==> src/rtl/div_pkg.sv <==
// rtl/div_pkg.sv - shared types and constants for the sequential divider
//
// Purpose : state encoding and default widths used by seq_divider and div_step.
// Contents: state_t       - FSM states IDLE, RUN, DONE
//           DEF_DATA_W    - default operand/result width
//           DEF_CNT_W     - default iteration counter width (2^CNT_W > DATA_W)
package div_pkg;

   typedef enum logic [1:0] {
      IDLE = 2'd0,
      RUN  = 2'd1,
      DONE = 2'd2
   } state_t;

   localparam int DEF_DATA_W = 16;

   // Smallest width whose range covers 0..DATA_W.
   localparam int DEF_CNT_W = $clog2(DEF_DATA_W + 1);

endpackage

==> src/rtl/div_step.sv <==
// rtl/div_step.sv - one shift-subtract-restore iteration of an unsigned divider
//
// Purpose : purely combinational restoring step, usable by the sequential
//           divider or by an unrolled array of steps.
// Ports   : prem       in  DATA_W  current partial remainder
//           quo        in  DATA_W  quotient shift register (dividend bits shift out of the MSB)
//           divisor    in  DATA_W  denominator
//           prem_next  out DATA_W  partial remainder after this step
//           quo_next   out DATA_W  quotient shift register after this step
module div_step #(
   parameter int DATA_W = div_pkg::DEF_DATA_W
) (
   input  logic [DATA_W-1:0] prem,
   input  logic [DATA_W-1:0] quo,
   input  logic [DATA_W-1:0] divisor,
   output logic [DATA_W-1:0] prem_next,
   output logic [DATA_W-1:0] quo_next
);

   // Shifted partial remainder: the next dividend bit enters from the quotient MSB.
   logic [DATA_W:0] shifted;
   logic [DATA_W:0] trial;

   assign shifted = {prem, quo[DATA_W-1]};

   // DATA_W+1 bits suffice: shifted < 2*divisor, so trial's MSB is exactly the borrow.
   assign trial = shifted - {1'b0, divisor};

   assign prem_next = trial[DATA_W] ? shifted[DATA_W-1:0] : trial[DATA_W-1:0];
   assign quo_next  = {quo[DATA_W-2:0], ~trial[DATA_W]};

endmodule

==> src/rtl/seq_divider.sv <==
// rtl/seq_divider.sv - multi-cycle restoring divider for the accumulator datapath
//
// Purpose : divides dividend (ACC) by divisor (MDR) over DATA_W iterations and
//           returns quotient/remainder with a one-cycle completion pulse.
//           Build option SEQ_DIVIDER_SIGNED_EN selects two's-complement division
//           (truncating toward zero); the default build is unsigned only.
// Ports   : clk          in  1       clock, all state on rising edge
//           rst          in  1       synchronous active-high reset
//           div_load     in  1       start request, accepted in IDLE or DONE
//           dividend     in  DATA_W  numerator, captured on accepted load
//           divisor      in  DATA_W  denominator, captured on accepted load
//           div_out      out DATA_W  registered quotient
//           remainder    out DATA_W  registered remainder
//           complete     out 1       one-cycle pulse when results are valid
//           busy         out 1       high while in RUN
//           div_by_zero  out 1       set with complete when divisor was zero
module seq_divider
   import div_pkg::*;
#(
   parameter int DATA_W = DEF_DATA_W,
   parameter int CNT_W  = DEF_CNT_W
) (
   input  logic              clk,
   input  logic              rst,
   input  logic              div_load,
   input  logic [DATA_W-1:0] dividend,
   input  logic [DATA_W-1:0] divisor,
   output logic [DATA_W-1:0] div_out,
   output logic [DATA_W-1:0] remainder,
   output logic              complete,
   output logic              busy,
   output logic              div_by_zero
);

   localparam logic [CNT_W-1:0] LAST_STEP = CNT_W'(DATA_W - 1);

   state_t            state;
   logic [DATA_W-1:0] quo;
   logic [DATA_W-1:0] prem;
   logic [DATA_W-1:0] dvsr;
   logic [CNT_W-1:0]  cnt;

   logic [DATA_W-1:0] prem_next;
   logic [DATA_W-1:0] quo_next;

   // Operand values written into the datapath on an accepted load.
   logic [DATA_W-1:0] cap_quo;
   logic [DATA_W-1:0] cap_dvsr;

   // Final results presented to the output registers in DONE.
   logic [DATA_W-1:0] res_quo;
   logic [DATA_W-1:0] res_rem;

   logic              dvsr_zero;

   assign dvsr_zero = (dvsr == '0);

`ifdef SEQ_DIVIDER_SIGNED_EN
   logic q_neg;
   logic r_neg;

   always_comb begin
      cap_quo  = dividend;
      cap_dvsr = divisor;
      if (dividend[DATA_W-1]) cap_quo  = '0 - dividend;
      if (divisor[DATA_W-1])  cap_dvsr = '0 - divisor;
   end

   // A zero divisor keeps the raw all-ones quotient regardless of signs;
   // the remainder negation restores the original dividend in that case.
   always_comb begin
      res_quo = quo;
      res_rem = prem;
      if (q_neg && !dvsr_zero) res_quo = '0 - quo;
      if (r_neg)               res_rem = '0 - prem;
   end

   always_ff @(posedge clk) begin
      if (rst) begin
         q_neg <= 1'b0;
         r_neg <= 1'b0;
      end else if (div_load && (state == IDLE || state == DONE)) begin
         q_neg <= dividend[DATA_W-1] ^ divisor[DATA_W-1];
         r_neg <= dividend[DATA_W-1];
      end
   end
`else
   always_comb begin
      cap_quo  = dividend;
      cap_dvsr = divisor;
      res_quo  = quo;
      res_rem  = prem;
   end
`endif

   div_step #(
      .DATA_W (DATA_W)
   ) u_step (
      .prem      (prem),
      .quo       (quo),
      .divisor   (dvsr),
      .prem_next (prem_next),
      .quo_next  (quo_next)
   );

   always_ff @(posedge clk) begin
      if (rst) begin
         state       <= IDLE;
         quo         <= '0;
         prem        <= '0;
         dvsr        <= '0;
         cnt         <= '0;
         div_out     <= '0;
         remainder   <= '0;
         complete    <= 1'b0;
         busy        <= 1'b0;
         div_by_zero <= 1'b0;
      end else begin
         complete <= 1'b0;
         case (state)
            IDLE: begin
               if (div_load) begin
                  quo   <= cap_quo;
                  dvsr  <= cap_dvsr;
                  prem  <= '0;
                  cnt   <= '0;
                  busy  <= 1'b1;
                  state <= RUN;
               end
            end

            RUN: begin
               prem <= prem_next;
               quo  <= quo_next;
               cnt  <= cnt + CNT_W'(1);
               if (cnt == LAST_STEP) begin
                  busy  <= 1'b0;
                  state <= DONE;
               end
            end

            DONE: begin
               div_out     <= res_quo;
               remainder   <= res_rem;
               div_by_zero <= dvsr_zero;
               complete    <= 1'b1;
               // Back-to-back issue: a load here starts the next operation
               // while this one still reports completion.
               if (div_load) begin
                  quo   <= cap_quo;
                  dvsr  <= cap_dvsr;
                  prem  <= '0;
                  cnt   <= '0;
                  busy  <= 1'b1;
                  state <= RUN;
               end else begin
                  state <= IDLE;
               end
            end

            default: begin
               busy  <= 1'b0;
               state <= IDLE;
            end
         endcase
      end
   end

endmodule

==> config.mk <==
export PLATFORM = sky130hd
export DESIGN_NAME = seq_divider
export DESIGN_NICKNAME = d
export VERILOG_FILES = /design/src/rtl/div_pkg.sv /design/src/rtl/div_step.sv /design/src/rtl/seq_divider.sv
export SDC_FILE = /design/constraint.sdc
export NUM_CORES = 1
export LEC_CHECK = 0
export ABC_AREA = 1
export ABC_CLOCK_PERIOD_IN_PS = 2000
export CORE_ASPECT_RATIO = 0.8
export CORE_MARGIN = 10
export CORE_UTILIZATION = 49
export DETAILED_ROUTE_END_ITERATION = 10
export PLACE_DENSITY = 0.76
export SYNTH_ARGS = -nofsm -noshare
export SYNTH_HDL_FRONTEND = slang
export SYNTH_SLANG_ARGS = --single-unit
==> constraint.sdc <==
create_clock -name clk -period 2 [get_ports clk]
set_input_delay 0.2 -clock clk [delete_from_list [all_inputs] [get_ports clk]]
set_output_delay 0.2 -clock clk [all_outputs]
set_load 0.01 [all_outputs]
* Word level (Yosys, flattened, before mapping)
Index checks and enable logic that the tools add are counted.
** Word-level totals
- Register bits :: 90
- Input port bits :: 35
- Output and inout port bits :: 35
- Word-level logic and storage cells :: 42
** Operators by class
- $add $sub $neg :: 2
- Equality and inequality tests :: 6
- Mux-type cells :: 15
- Bitwise gates (word level) :: 1
- Reduce and logical (&&, ||, !) cells :: 8
** Operators with widths (count)
- $pmux 16 s2 :: 2
- $mux 16 :: 3
- $sub 17x16->17 :: 1
- $logic_not 16->1 :: 1
- $pmux 5 s2 :: 1
- $reduce_and 2->1 :: 4
- $pmux 2 s3 :: 1
- $add 5x1->5 const B :: 1
- $eq 5x4->1 const B :: 1
- $mux 5 :: 1
- $mux 1 :: 4
- $mux 2 :: 2
- $ne 2x2->1 const B :: 2
- $eq 2x1->1 const B :: 1
- $eq 2x2->1 const B :: 1
- $logic_not 2->1 :: 1
- $ne 2x1->1 const B :: 1
- $pmux 1 s2 :: 1
- $reduce_bool 2->1 :: 1
- $reduce_or 2->1 :: 1
- $not 1->1 :: 1

* Longest topological paths before layout
- Depth in word-level cells :: 4
- Gate-level depth with buffers :: 16
- Mapped depth without buffers :: 16

* Modules after synthesis
From an unflattened synthesis, not the netlist that was laid out.
** Unflattened totals
- Cell total of the unflattened synthesis :: 761
- Area, all modules :: 5013.6 um^2
** Modules (own cells, without submodules)
- seq_divider :: times used 1, cells each 464, area each 3450.8 um^2, sequential area each 1801.7 um^2
- div_step :: times used 1, cells each 297, area each 1562.7 um^2, sequential area each 0.0 um^2

* Worst setup path after synthesis
OpenSTA, ideal clock, no wires.
- Path type :: register to register
- Start :: register quo[15]
- End :: register prem[10]
- Setup time :: 71 ps
- Arrival :: 1916 ps
- Required time :: 1929 ps
- Path slack :: 13 ps
- Cell stages (with the launch flop) :: 17
- Path buffers :: 1
- Clock period less this slack :: 1987 ps
- Cells stage by stage :: dfxtp_1 > inv_1 > ha_1 > inv_1 > fa_1 > nand2_1 > nand2_1 > nand3_1 > nand2_1 > nand2_2 > nand2_2 > nand2_1 > nand2_2 > buf_6 > nand2_1 > nand3_1 > a21oi_1
** On the way
- Longest elaborated chain between the ends :: 3
** RTL lines
- start, declared :: RTL line seq_divider.sv:38 : logic [DATA_W-1:0] quo;
- start signal, assigned :: RTL line seq_divider.sv:123 : quo <= cap_quo;
- start signal, assigned :: RTL line seq_divider.sv:134 : quo <= quo_next;
- start signal, assigned :: RTL line seq_divider.sv:150 : quo <= cap_quo;
- $sub 17x16->17 :: RTL line div_step.sv:27 : assign trial = shifted - {1'b0, divisor};
- $mux 16 :: RTL line div_step.sv:29 : assign prem_next = trial[DATA_W] ? shifted[DATA_W-1:0] : trial[DATA_W-1:0];
- $pmux 16 s2 :: RTL line seq_divider.sv:120 : case (state)
- end signal, assigned :: RTL line seq_divider.sv:133 : prem <= prem_next;
- end, declared :: RTL line seq_divider.sv:39 : logic [DATA_W-1:0] prem;
Every way passes these cells.
A chain may end at the register's enable or synchronous reset.

* Final worst setup path
- Start :: register quo[15]
- End :: register prem[13]
Same word-level chain as after synthesis.

==> metrics <==
top_reg_cell synth=dfxtp_1; Hold Crit Class=input port to flip-flop; CTS sink cnt=90; PwrDens=1373 mW/mm^2; # IOs=70; final instance area=0.006415 sq mm; total track usage=19.94%; dpl cells=877; HP Start=dividend[6]; DR iter-0 viols=456; WL/cell=between 15 and 20 microns; Max stage delay on crit path=0.34 ns; cts bufs inserted=9; Max Cap Viol=0; Setup-failing EPs final=16; Place WS=-0.1672 ns; reg2reg end=prem[13]$_SDFFE_PP0P_; DIE HEIGHT=106.8 microns; ys async rst share=0%; first-pass GRT wire length=~23000 microns; fmax=between 400 and 500 MHz; Hold Path Sink=quo[6]$_SDFFE_PP0P_; FF+latch count, synth=90; Synth Area per Inst=6.763 sq um; Synth Warn #=0; routed vias/inst=5.390; DR pass1 iterations=5; FILL cells=690; crit-path most repeated cell=nand2_2; final setup margin=-0.1658 ns; setup repair after global routing missed its margin=true; GP Congestion=around 0.96; Final Cycle Share=108.3%; critical path fanouts, max=5; Final Hold Viols=0; Synth cell types=32; commonest non-fill, non-tap cell in the layout=nand2_1; Worst-Margin Slew=0.6574 ns; fin. max-slew vios=0; number of global-route vias before repair=roughly 4500; GRT overflow=0; Reg-to-Reg Start=quo[15]$_SDFFE_PP0P_; WHS=~0.43 ns; Slowest-stage cell, CP=fa_2; Final HPWL DP=about 9900 microns; Critical Path RT=2.27 ns; clock buffer depth=2; R2R Setup Slk=-0.17 ns; Leakage=2.843 nW; Core ar.=0.009115 sq mm; I/O Buffers=69; Clock Skews=between 0.008 and 0.009 ns; CP arrival=2.44 ns; Cell Rows=31; CTS tree=yes; DRC=0; fin crit period=approximately 2.2 ns; Critical Path Source=quo[15]$_SDFFE_PP0P_; CP Launch Type=flip-flop; Clock Latency Late Sink=0.34 ns; Initial Utilization=50.68%; Final ANT Viol Nets=0; crit path cell chain=inv_2 -> ha_4 -> inv_4 -> fa_2 -> nand2_2 -> nand2_2 -> nand3_2 -> nand2_2 -> nand2_4 -> buf_6 -> nand3_4 -> nand3_2 -> nand2_1 -> nor2_2 -> nor2_1 -> nor2_1; Die W=around 130 microns; htree depth=3; failing checks=negative setup slack; # nets final=835; Syn-to-layout area delta=38.87%; Root Buffer=clkbuf_16; Clock Pin Slew Worst Setup and Hold Paths=around 0.070 ns; Syn Std Cell Area=~0.0046 sq mm; footprint of the multi-input gates=around 0.0026 sq mm; share of layout cells above drive strength 1=17.94%; Post-Synthesis Cells=683; WHS Path Cells=3; Antenna diodes=0; sequential area share after synthesis=between 30% and 40%; worst vdd ir=0.9132 mV; Seq. cell area=between 0.0015 and 0.002 sq mm; pin count of the biggest net entering global routing=48; status=finished with violations; Die ar.=0.01374 sq mm; WL final=about 14000 microns; EDFF count, synth=0; relative slew slack=55.77%; syn_nets=roughly 740; worst-case reg-to-reg path depth=16; Post-Place Cell Area=0.005627 sq mm; most frequent cells in the layout=nand2_1, inv_1, dfxtp_1; crit path kind=flip-flop to flip-flop; non-filler cells in the finished layout=901; Vias=between 4000 and 5000; crit end category=flip-flop; initial antenna violation count=0
## cells in the mapped netlist (2+ instances only)
master,n,area [sq um]
nand3_1,29,145.1
nor2_1,61,229.0
a31oi_1,15,93.84
xor2_1,5,43.79
nand2_1,170,638.1
buf_6,2,22.52
dfxtp_1,90,1802
nor3_1,2,10.01
inv_1,98,367.9
xnor2_1,2,17.52
and2_1,3,18.77
buf_1,4,15.01
buf_2,6,30.03
ha_1,18,225.2
o21ai_0,67,335.3
a21oi_1,61,305.3
nand4_1,4,25.02
nor4_1,4,25.02
buf_4,2,15.01
inv_2,2,7.510
nor2_4,2,22.52
clkbuf_1,16,60.06
nand2_2,10,62.56
nand3_2,2,20.02
## per-stage QoR
step | total power (W) | TNS [ns] | utilization (%)
floorplan | 0.004387 | 0 | -
global placement | 0.005281 | -0.6216 | 61.73
detailed placement | 0.005382 | -1.825 | 61.73
CTS | 0.008204 | -0.3108 | 68.50
global route | 0.009297 | -3.210 | 70.38
finish | 0.008807 | -1.336 | 70.38
## worst max path at each step
stage	to	slack, ns	cells after the start
6_report	prem[13]$_SDFFE_PP0P_	-0.17	16
5_1_grt	prem[13]$_SDFFE_PP0P_	-0.22	16
4_1_cts	prem[0]$_SDFFE_PP0P_	-0.03	15
3_5_place_dp	prem[11]$_SDFFE_PP0P_	-0.17	16
3_3_place_gp	prem[12]$_SDFFE_PP0P_	-0.06	16
2_1_floorplan	prem[10]$_SDFFE_PP0P_	0.01	16
## report_power, final
part           internal (W)  switching [W]
Combinational       0.00186        0.00272
Clock               0.00136       0.000762
Sequential          0.00195       0.000152
## area by class of cell
class                           instances  area share [%]
Multi-Input combinational cell        463           40.88
Sequential cell                        90           28.16
Timing Repair Buffer                  117           17.01
Inverter                              100           5.890
Clock buffer                            9           3.511
Clock inverter                          7           2.302
Tap cell                              115           2.243
## cells by family after synthesis
| logic type | after synthesis | share of synthesized area, % |
|---|---|---|
| flip-flops | 90 | 39.00 |
| XOR/XNOR | 7 | 1.327 |
| AO/OA/AOI/OAI | 147 | 16.74 |
| AND/OR/NAND/NOR | 289 | 26.30 |
| buffers and inverters | 131 | 11.32 |
| adder cells (fa/ha/maj) | 19 | 5.309 |
## registers in the layout (all words and copies together), names as in the netlist
register,cells
dvsr,16
remainder,16
quo,16
cnt,5
state,2
complete,1
busy,1
div_out,16
div_by_zero,1
prem,16
## metal layers
layer	global-route usage [%]	wire, microns
met1	25.92	6318
met2	31.87	6877
met5	0.7353	0
met3	5.071	1028
met4	5.714	256
## worst max-delay path, delay by kind of cell (launching register included)
kind / cells / cell delay (ns)
buffers and inverters: 3 / 0.20
AND/OR/NAND/NOR: 11 / 1.08
adder cells (fa/ha/maj): 2 / 0.48
flip-flops: 1 / 0.32
## what timing repair did
action / CTS / global route
resized for setup: 51 / 29
pin swaps: 24 / 26
buffers inserted: 4 / 2
endpoints found under the setup margin: 17 / 17
hold buffers: 0 / 0
gates cloned: 2 / 0
No activity file was read; power rests on OpenSTA's default activity.
